==> config.mk <==
export PLATFORM = sky130hd
export DESIGN_NAME = alu_share_arb_flat
export DESIGN_NICKNAME = d
export VERILOG_FILES = /design/src/rtl/alu_share_arb_if.sv /design/src/rtl/alu_share_arb.sv /design/src/flat_wrapper.sv
export SDC_FILE = /design/constraint.sdc
export NUM_CORES = 1
export LEC_CHECK = 0
export ABC_AREA = 1
export CORE_AREA = 3 3 240 242
export DETAILED_ROUTE_END_ITERATION = 10
export DIE_AREA = 0 0 243 245
export HOLD_SLACK_MARGIN = 0.12
export SLEW_MARGIN = 10
export SYNTH_ARGS = -nofsm -noshare
export SYNTH_HDL_FRONTEND = slang
export SYNTH_SLANG_ARGS = --single-unit
==> constraint.sdc <==
create_clock -name clk_i -period 1.7 [get_ports clk_i]
set_clock_uncertainty 0.2 [all_clocks]
set_input_delay 0.34 -clock clk_i [delete_from_list [all_inputs] [get_ports clk_i]]
set_output_delay 0.34 -clock clk_i [all_outputs]
set_load 0.005 [all_outputs]
==> src/rtl/alu_share_arb_if.sv <==
// Request/ALU/response bundle for alu_share_arb.
// slave  : arbiter side (takes requests and ALU result, drives ALU operands and response).
// master : issue-logic / consumer / ALU side.
// Ports  : req_valid/ready/instr/a/b per requester, alu_instr/a/b/result, rsp_valid/ready/id/data/err.
interface alu_share_arb_if #(
  parameter int unsigned NREQ = 2,
  parameter int unsigned IDW  = 2
);
  logic [NREQ-1:0]    req_valid_i;
  logic [NREQ-1:0]    req_ready_o;
  logic [32*NREQ-1:0] req_instr_i;
  logic [64*NREQ-1:0] req_a_i;
  logic [64*NREQ-1:0] req_b_i;
  logic [31:0]        alu_instr_o;
  logic [63:0]        alu_a_o;
  logic [63:0]        alu_b_o;
  logic [63:0]        alu_result_i;
  logic               rsp_valid_o;
  logic               rsp_ready_i;
  logic [IDW-1:0]     rsp_id_o;
  logic [63:0]        rsp_data_o;
  logic               rsp_err_o;

  modport slave (
    input  req_valid_i, req_instr_i, req_a_i, req_b_i, alu_result_i, rsp_ready_i,
    output req_ready_o, alu_instr_o, alu_a_o, alu_b_o,
           rsp_valid_o, rsp_id_o, rsp_data_o, rsp_err_o
  );

  modport master (
    output req_valid_i, req_instr_i, req_a_i, req_b_i, alu_result_i, rsp_ready_i,
    input  req_ready_o, alu_instr_o, alu_a_o, alu_b_o,
           rsp_valid_o, rsp_id_o, rsp_data_o, rsp_err_o
  );
endinterface

==> src/rtl/alu_share_arb.sv <==
// Round-robin arbiter sharing one integer ALU among NREQ requesters.
// Two-stage pipe: S1 registers the granted operation onto the ALU inputs,
// S2 captures the ALU result with the requester tag and returns it on rsp_*.
// Ports: clk_i, rsn_i (synchronous, active-high reset), bus (alu_share_arb_if.slave).
module alu_share_arb #(
  parameter int unsigned NREQ = 2,
  parameter int unsigned IDW  = 2
) (
  input  logic           clk_i,
  input  logic           rsn_i,
  alu_share_arb_if.slave bus
);
  localparam int unsigned IW = 32;
  localparam int unsigned DW = 64;
  localparam logic [6:0]    OP_REG    = 7'b0110011;
  localparam logic [6:0]    OP_IMM    = 7'b0010011;
  localparam logic [IW-1:0] NOP_INSTR = 32'h00000013;

  logic           s1_v_q, s1_v_d;
  logic [IW-1:0]  s1_instr_q, s1_instr_d;
  logic [DW-1:0]  s1_a_q, s1_a_d;
  logic [DW-1:0]  s1_b_q, s1_b_d;
  logic [IDW-1:0] s1_id_q, s1_id_d;
  logic           s2_v_q, s2_v_d;
  logic [IDW-1:0] s2_id_q, s2_id_d;
  logic [DW-1:0]  s2_data_q, s2_data_d;
  logic           s2_err_q, s2_err_d;
  logic [IDW-1:0] ptr_q, ptr_d;

  logic           s2_free, s1_adv, s1_free, s2_adv, s1_err;
  logic           found, accept;
  logic [IDW-1:0] gnt;
  logic [NREQ-1:0] ready;
  logic [IW-1:0]  sel_instr;
  logic [DW-1:0]  sel_a, sel_b;

  // Pipeline advance conditions
  assign s2_adv  = s2_v_q & bus.rsp_ready_i;
  assign s2_free = ~s2_v_q | bus.rsp_ready_i;
  assign s1_adv  = s1_v_q & s2_free;
  assign s1_free = ~s1_v_q | s2_free;
  assign s1_err  = (s1_instr_q[6:0] != OP_REG) && (s1_instr_q[6:0] != OP_IMM);

  // Round-robin search: indices >= ptr first, then wrap to those below ptr
  always_comb begin
    found     = 1'b0;
    gnt       = '0;
    ready     = '0;
    sel_instr = '0;
    sel_a     = '0;
    sel_b     = '0;
    for (int unsigned i = 0; i < NREQ; i++) begin
      if (!found && bus.req_valid_i[i] && (IDW'(i) >= ptr_q)) begin
        found = 1'b1;
        gnt   = IDW'(i);
      end
    end
    for (int unsigned i = 0; i < NREQ; i++) begin
      if (!found && bus.req_valid_i[i] && (IDW'(i) < ptr_q)) begin
        found = 1'b1;
        gnt   = IDW'(i);
      end
    end
    for (int unsigned i = 0; i < NREQ; i++) begin
      ready[i] = found && (gnt == IDW'(i)) && s1_free && !rsn_i;
      if (gnt == IDW'(i)) begin
        sel_instr = bus.req_instr_i[IW*i +: IW];
        sel_a     = bus.req_a_i[DW*i +: DW];
        sel_b     = bus.req_b_i[DW*i +: DW];
      end
    end
  end

  assign accept          = found & s1_free & ~rsn_i;
  assign bus.req_ready_o = ready;

  // Next-state for S1, S2 and the pointer
  always_comb begin
    s1_v_d     = s1_v_q;
    s1_instr_d = s1_instr_q;
    s1_a_d     = s1_a_q;
    s1_b_d     = s1_b_q;
    s1_id_d    = s1_id_q;
    s2_v_d     = s2_v_q;
    s2_id_d    = s2_id_q;
    s2_data_d  = s2_data_q;
    s2_err_d   = s2_err_q;
    ptr_d      = ptr_q;

    if (accept) begin
      s1_v_d     = 1'b1;
      s1_instr_d = sel_instr;
      s1_a_d     = sel_a;
      s1_b_d     = sel_b;
      s1_id_d    = gnt;
      ptr_d      = (gnt == IDW'(NREQ - 1)) ? '0 : gnt + IDW'(1);
    end else if (s1_adv) begin
      s1_v_d = 1'b0;
    end

    if (s1_adv) begin
      s2_v_d    = 1'b1;
      s2_id_d   = s1_id_q;
      s2_err_d  = s1_err;
      s2_data_d = s1_err ? '0 : bus.alu_result_i;
    end else if (s2_adv) begin
      s2_v_d = 1'b0;
    end
  end

  // State registers; reset discards anything in flight
  always_ff @(posedge clk_i) begin
    if (rsn_i) begin
      s1_v_q     <= 1'b0;
      s1_instr_q <= NOP_INSTR;
      s1_a_q     <= '0;
      s1_b_q     <= '0;
      s1_id_q    <= '0;
      s2_v_q     <= 1'b0;
      s2_id_q    <= '0;
      s2_data_q  <= '0;
      s2_err_q   <= 1'b0;
      ptr_q      <= '0;
    end else begin
      s1_v_q     <= s1_v_d;
      s1_instr_q <= s1_instr_d;
      s1_a_q     <= s1_a_d;
      s1_b_q     <= s1_b_d;
      s1_id_q    <= s1_id_d;
      s2_v_q     <= s2_v_d;
      s2_id_q    <= s2_id_d;
      s2_data_q  <= s2_data_d;
      s2_err_q   <= s2_err_d;
      ptr_q      <= ptr_d;
    end
  end

  assign bus.alu_instr_o = s1_instr_q;
  assign bus.alu_a_o     = s1_a_q;
  assign bus.alu_b_o     = s1_b_q;
  assign bus.rsp_valid_o = s2_v_q;
  assign bus.rsp_id_o    = s2_id_q;
  assign bus.rsp_data_o  = s2_data_q;
  assign bus.rsp_err_o   = s2_err_q;
endmodule

==> src/flat_wrapper.sv <==
// flat-port wrapper written by rule: the top's interface ports become plain ports
module alu_share_arb_flat 
#(
  parameter int unsigned NREQ = 2,
  parameter int unsigned IDW  = 2
)
  (clk_i, rsn_i, bus_req_valid_i, bus_req_instr_i, bus_req_a_i, bus_req_b_i, bus_alu_result_i, bus_rsp_ready_i, bus_req_ready_o, bus_alu_instr_o, bus_alu_a_o, bus_alu_b_o, bus_rsp_valid_o, bus_rsp_id_o, bus_rsp_data_o, bus_rsp_err_o);
  alu_share_arb_if #(.NREQ(NREQ), .IDW(IDW)) bus_i ();
  input  logic clk_i;
  input  logic rsn_i;
  input wire logic [$bits(bus_i.req_valid_i)-1:0] bus_req_valid_i;
  input wire logic [$bits(bus_i.req_instr_i)-1:0] bus_req_instr_i;
  input wire logic [$bits(bus_i.req_a_i)-1:0] bus_req_a_i;
  input wire logic [$bits(bus_i.req_b_i)-1:0] bus_req_b_i;
  input wire logic [$bits(bus_i.alu_result_i)-1:0] bus_alu_result_i;
  input wire logic [$bits(bus_i.rsp_ready_i)-1:0] bus_rsp_ready_i;
  output wire logic [$bits(bus_i.req_ready_o)-1:0] bus_req_ready_o;
  output wire logic [$bits(bus_i.alu_instr_o)-1:0] bus_alu_instr_o;
  output wire logic [$bits(bus_i.alu_a_o)-1:0] bus_alu_a_o;
  output wire logic [$bits(bus_i.alu_b_o)-1:0] bus_alu_b_o;
  output wire logic [$bits(bus_i.rsp_valid_o)-1:0] bus_rsp_valid_o;
  output wire logic [$bits(bus_i.rsp_id_o)-1:0] bus_rsp_id_o;
  output wire logic [$bits(bus_i.rsp_data_o)-1:0] bus_rsp_data_o;
  output wire logic [$bits(bus_i.rsp_err_o)-1:0] bus_rsp_err_o;
  assign bus_i.req_valid_i = bus_req_valid_i;
  assign bus_i.req_instr_i = bus_req_instr_i;
  assign bus_i.req_a_i = bus_req_a_i;
  assign bus_i.req_b_i = bus_req_b_i;
  assign bus_i.alu_result_i = bus_alu_result_i;
  assign bus_i.rsp_ready_i = bus_rsp_ready_i;
  assign bus_req_ready_o = bus_i.req_ready_o;
  assign bus_alu_instr_o = bus_i.alu_instr_o;
  assign bus_alu_a_o = bus_i.alu_a_o;
  assign bus_alu_b_o = bus_i.alu_b_o;
  assign bus_rsp_valid_o = bus_i.rsp_valid_o;
  assign bus_rsp_id_o = bus_i.rsp_id_o;
  assign bus_rsp_data_o = bus_i.rsp_data_o;
  assign bus_rsp_err_o = bus_i.rsp_err_o;
  alu_share_arb #(.NREQ(NREQ), .IDW(IDW)) u_core (.clk_i(clk_i), .rsn_i(rsn_i), .bus(bus_i));
endmodule
==> results.md <==
- Distinct cells, synth: 18
- Total number of vias: 13.5k
- Setup TNS: -7.95 ns
- Post-DP Area: around 0.018 mm^2
- TritonCTS clock tree: built
- Initial core utilization: 0.188
- Initial drt markers: 707
- Worst Path Buf+Inv: 3
- Core Area: ~0.055 mm^2
- Ranking of synthesized cells by area: dfxtp_1, nand2_1, a21oi_1
- Reg clk slew, reported paths: 0.06 ns
- Gp weighted congestion: roughly 0.95
- Final cell count without fillers: 2989
- Simple-Gate Fraction of Synth Area: 0.376
- Net count after synthesis: 1942
- # nets final: 2607
- Max_cap viols: 0
- Largest delay share family, worst path: flip-flops
- Most frequent cells in the layout: nand2_1, clkdlybuf4s50_1, a21oi_1
- CTS Sinks: 230
- Post-route ant nets: 0
- Max incr delay on CP: 0.33 ns
- RR Startpoint: u_core.ptr_q[0]
- Complex-gate fraction of the synthesized area: 0.111
- Largest net degree at the start of global routing: 119
- Arrival time at the worst endpoint: around 1.4 ns
- Clock latency on the worst-skew pair: 0.58 ns
- Run status: finished, violations left
- Critical path type: register to output pin
- Port Buffer Count: 617
- Setup crit start: u_core.ptr_q[0]
- Post-Syn Area: around 0.010 mm^2
- Hold Path Class: input pin to register
- Area of the multi-input gates: 0.00579 mm^2
- Final worst slack: -0.275 ns
- First-pass GRT wire length: 78000 um
- Initial DRT Pass Iterations: 5
- Die X: about 240 um
- Largest family of logic cells by synthesized area: simple AND/OR/NAND/NOR gates
- Ys Warns: 0
- DP HPWL: between 30000 and 40000 um
- Unrepaired setup endpoints after global routing: true
- Final setup viols: 89
- XOR/XNOR Fraction of Synth Area: 0
- Slew margin rel.: 0.503
- Crit-path max FO: 4
- Syn_area_per_cell: 6.70 um^2
- Total grt overflow: 0
- DRC viols: 0
- Final hold vios: 0
- Layout cells sized above 1: 0.305
- Post-Place Cells: 2826
- Synthesized-area fraction occupied by adder cells: 0
- Hold-fix buffers, CTS: 54
- Nature of the critical path endpoint: output pin
- Critical path's slowest cell: dfxtp_2
- Synth Register Bits: 230
- Tot GR Track Use: 0.165
- Total wire length: 58200 um
- Worst vdd ir: 0.000508 V
- Pwr dens: about 800 mW/mm^2
- Hold Startpoint: bus_req_valid_i[1]
- Post-synth top area share: 0.442
- Most common cell after layout, fill and taps aside: nand2_1
- Min cycle time layout: 1.97 ns
- Antenna violations before repair: 3
- Peak Freq: between 500 and 600 MHz
- Hold WS: 0.112 ns
- Final Cycle Share: 1.16
- Tot Pwr: 16.2 mW
- Post-Syn Instances: 1553
- WL per Instance: 19.5 um
- Startpoint types: register
- Filler Cell Count: 5807
- Mux cell area share after synthesis: 0
- CTS Buf Count: 28
- Clk root buf: clkbuf_16
- CTS H-Tree Depth: 1
- Sequential Area: approximately 0.0048 mm^2
- Vias per cell: 4.51
- Leak: 8.46 nW
- Design Area, Final: 0.0203 mm^2
- Die H: 245 um
- Site Rows: 86
- Slew @ Worst Pin: 0.746 ns
- Num ports: 619
- Number of global-route vias before repair: around 13k
- Sequential area share after synthesis: 0.442
- Post-layout util: 0.368
- Bufs on Longest Clock Path: 3
- CP required: 1.16 ns
- Critical-path cell list: inv_4 > nand2_8 > nand2_8 > inv_4 > nor2_4 > buf_2
- Area delta synth->final: 95.5%
- Violated checks: setup timing
- Place WS: -0.785 ns
- Die ar.: ~0.060 mm^2
- Dominant cell type by area after synthesis: dfxtp_1
- Max-slew violations: 0
-- final timing paths --
kind	to	slack, ns	depth (start not counted)
worst max-delay path	bus_req_ready_o[0]	-0.27	6
worst min-delay path	u_core.bus.alu_instr_o[0]	0.11	6
worst max register to register	u_core.bus.alu_b_o[27]	-0.13	12
worst min register to register	u_core.bus.alu_a_o[63]	0.26	2
-- metal layers --
layer | GRT usage | wire [um]
met5 | 0 | 27
met4 | 0.0576 | 2180
met3 | 0.0513 | 4570
met2 | 0.294 | 28900
met1 | 0.186 | 22600
-- state kept, by name, summed over array words and instances (netlist names) --
signal and count:
u_core.bus.rsp_err_o 1, u_core.bus.alu_b_o 64, u_core.s1_id_q 1, u_core.bus.alu_instr_o 32, u_core.bus.rsp_valid_o 1, u_core.bus.rsp_data_o 64
u_core.bus.alu_a_o 64, u_core.bus.rsp_id_o 1, u_core.ptr_q 1, u_core.s1_v_q 1
-- area by class of cell --
type	instances	area share
Timing Repair Buffer	776	0.387
Multi-Input combinational cell	1174	0.284
Sequential cell	230	0.234
Tap cell	748	0.0460
Clock buffer	40	0.0396
Clock inverter	12	0.00615
Inverter	8	0.00209
Antenna cell	1	0.000123
-- report_power, final --
part | leakage, nW | switching [mW] | internal (mW)
registers | 1.93 | 0.170 | 5.72
logic | 6.06 | 1.98 | 2.15
clock network | 0.466 | 2.56 | 3.59
total | 8.46 | 4.71 | 11.5
-- cell families after synthesis --
group / after synthesis
and+or+nand+nor: 943
AOI/OAI and AO/OA: 230
DFF: 230
buffers and inverters: 149
other: 1
-- worst min-delay path, stage by stage --
cell and delay (ns):
buf_6 0.12, nand2_8 0.09, nor2_4 0.04, buf_4 0.14
nand2_1 0.05, nand3_1 0.06
-- repair_timing --
action / CTS / global route
gates resized for setup: 890 / 305
pin swaps: 4 / 35
cloned: 8 / 22
endpoints found under the setup margin: 335 / 210
hold endpoints to repair: 61 / 2
setup buffers: 10 / 24
-- cell usage after synthesis --
library cell    n
buf_8           1
conb_1          1
clkbuf_1       54
nand2_2         2
buf_2          65
buf_6           8
inv_1           7
nand3_1       161
buf_4           6
nand2_1       705
o21ai_0         6
nor2_2          3
nor2_1          8
buf_1           7
nand4_1        64
clkinv_1        1
dfxtp_1       230
a21oi_1       224
Note: power is estimated with default switching activity, not from simulation.
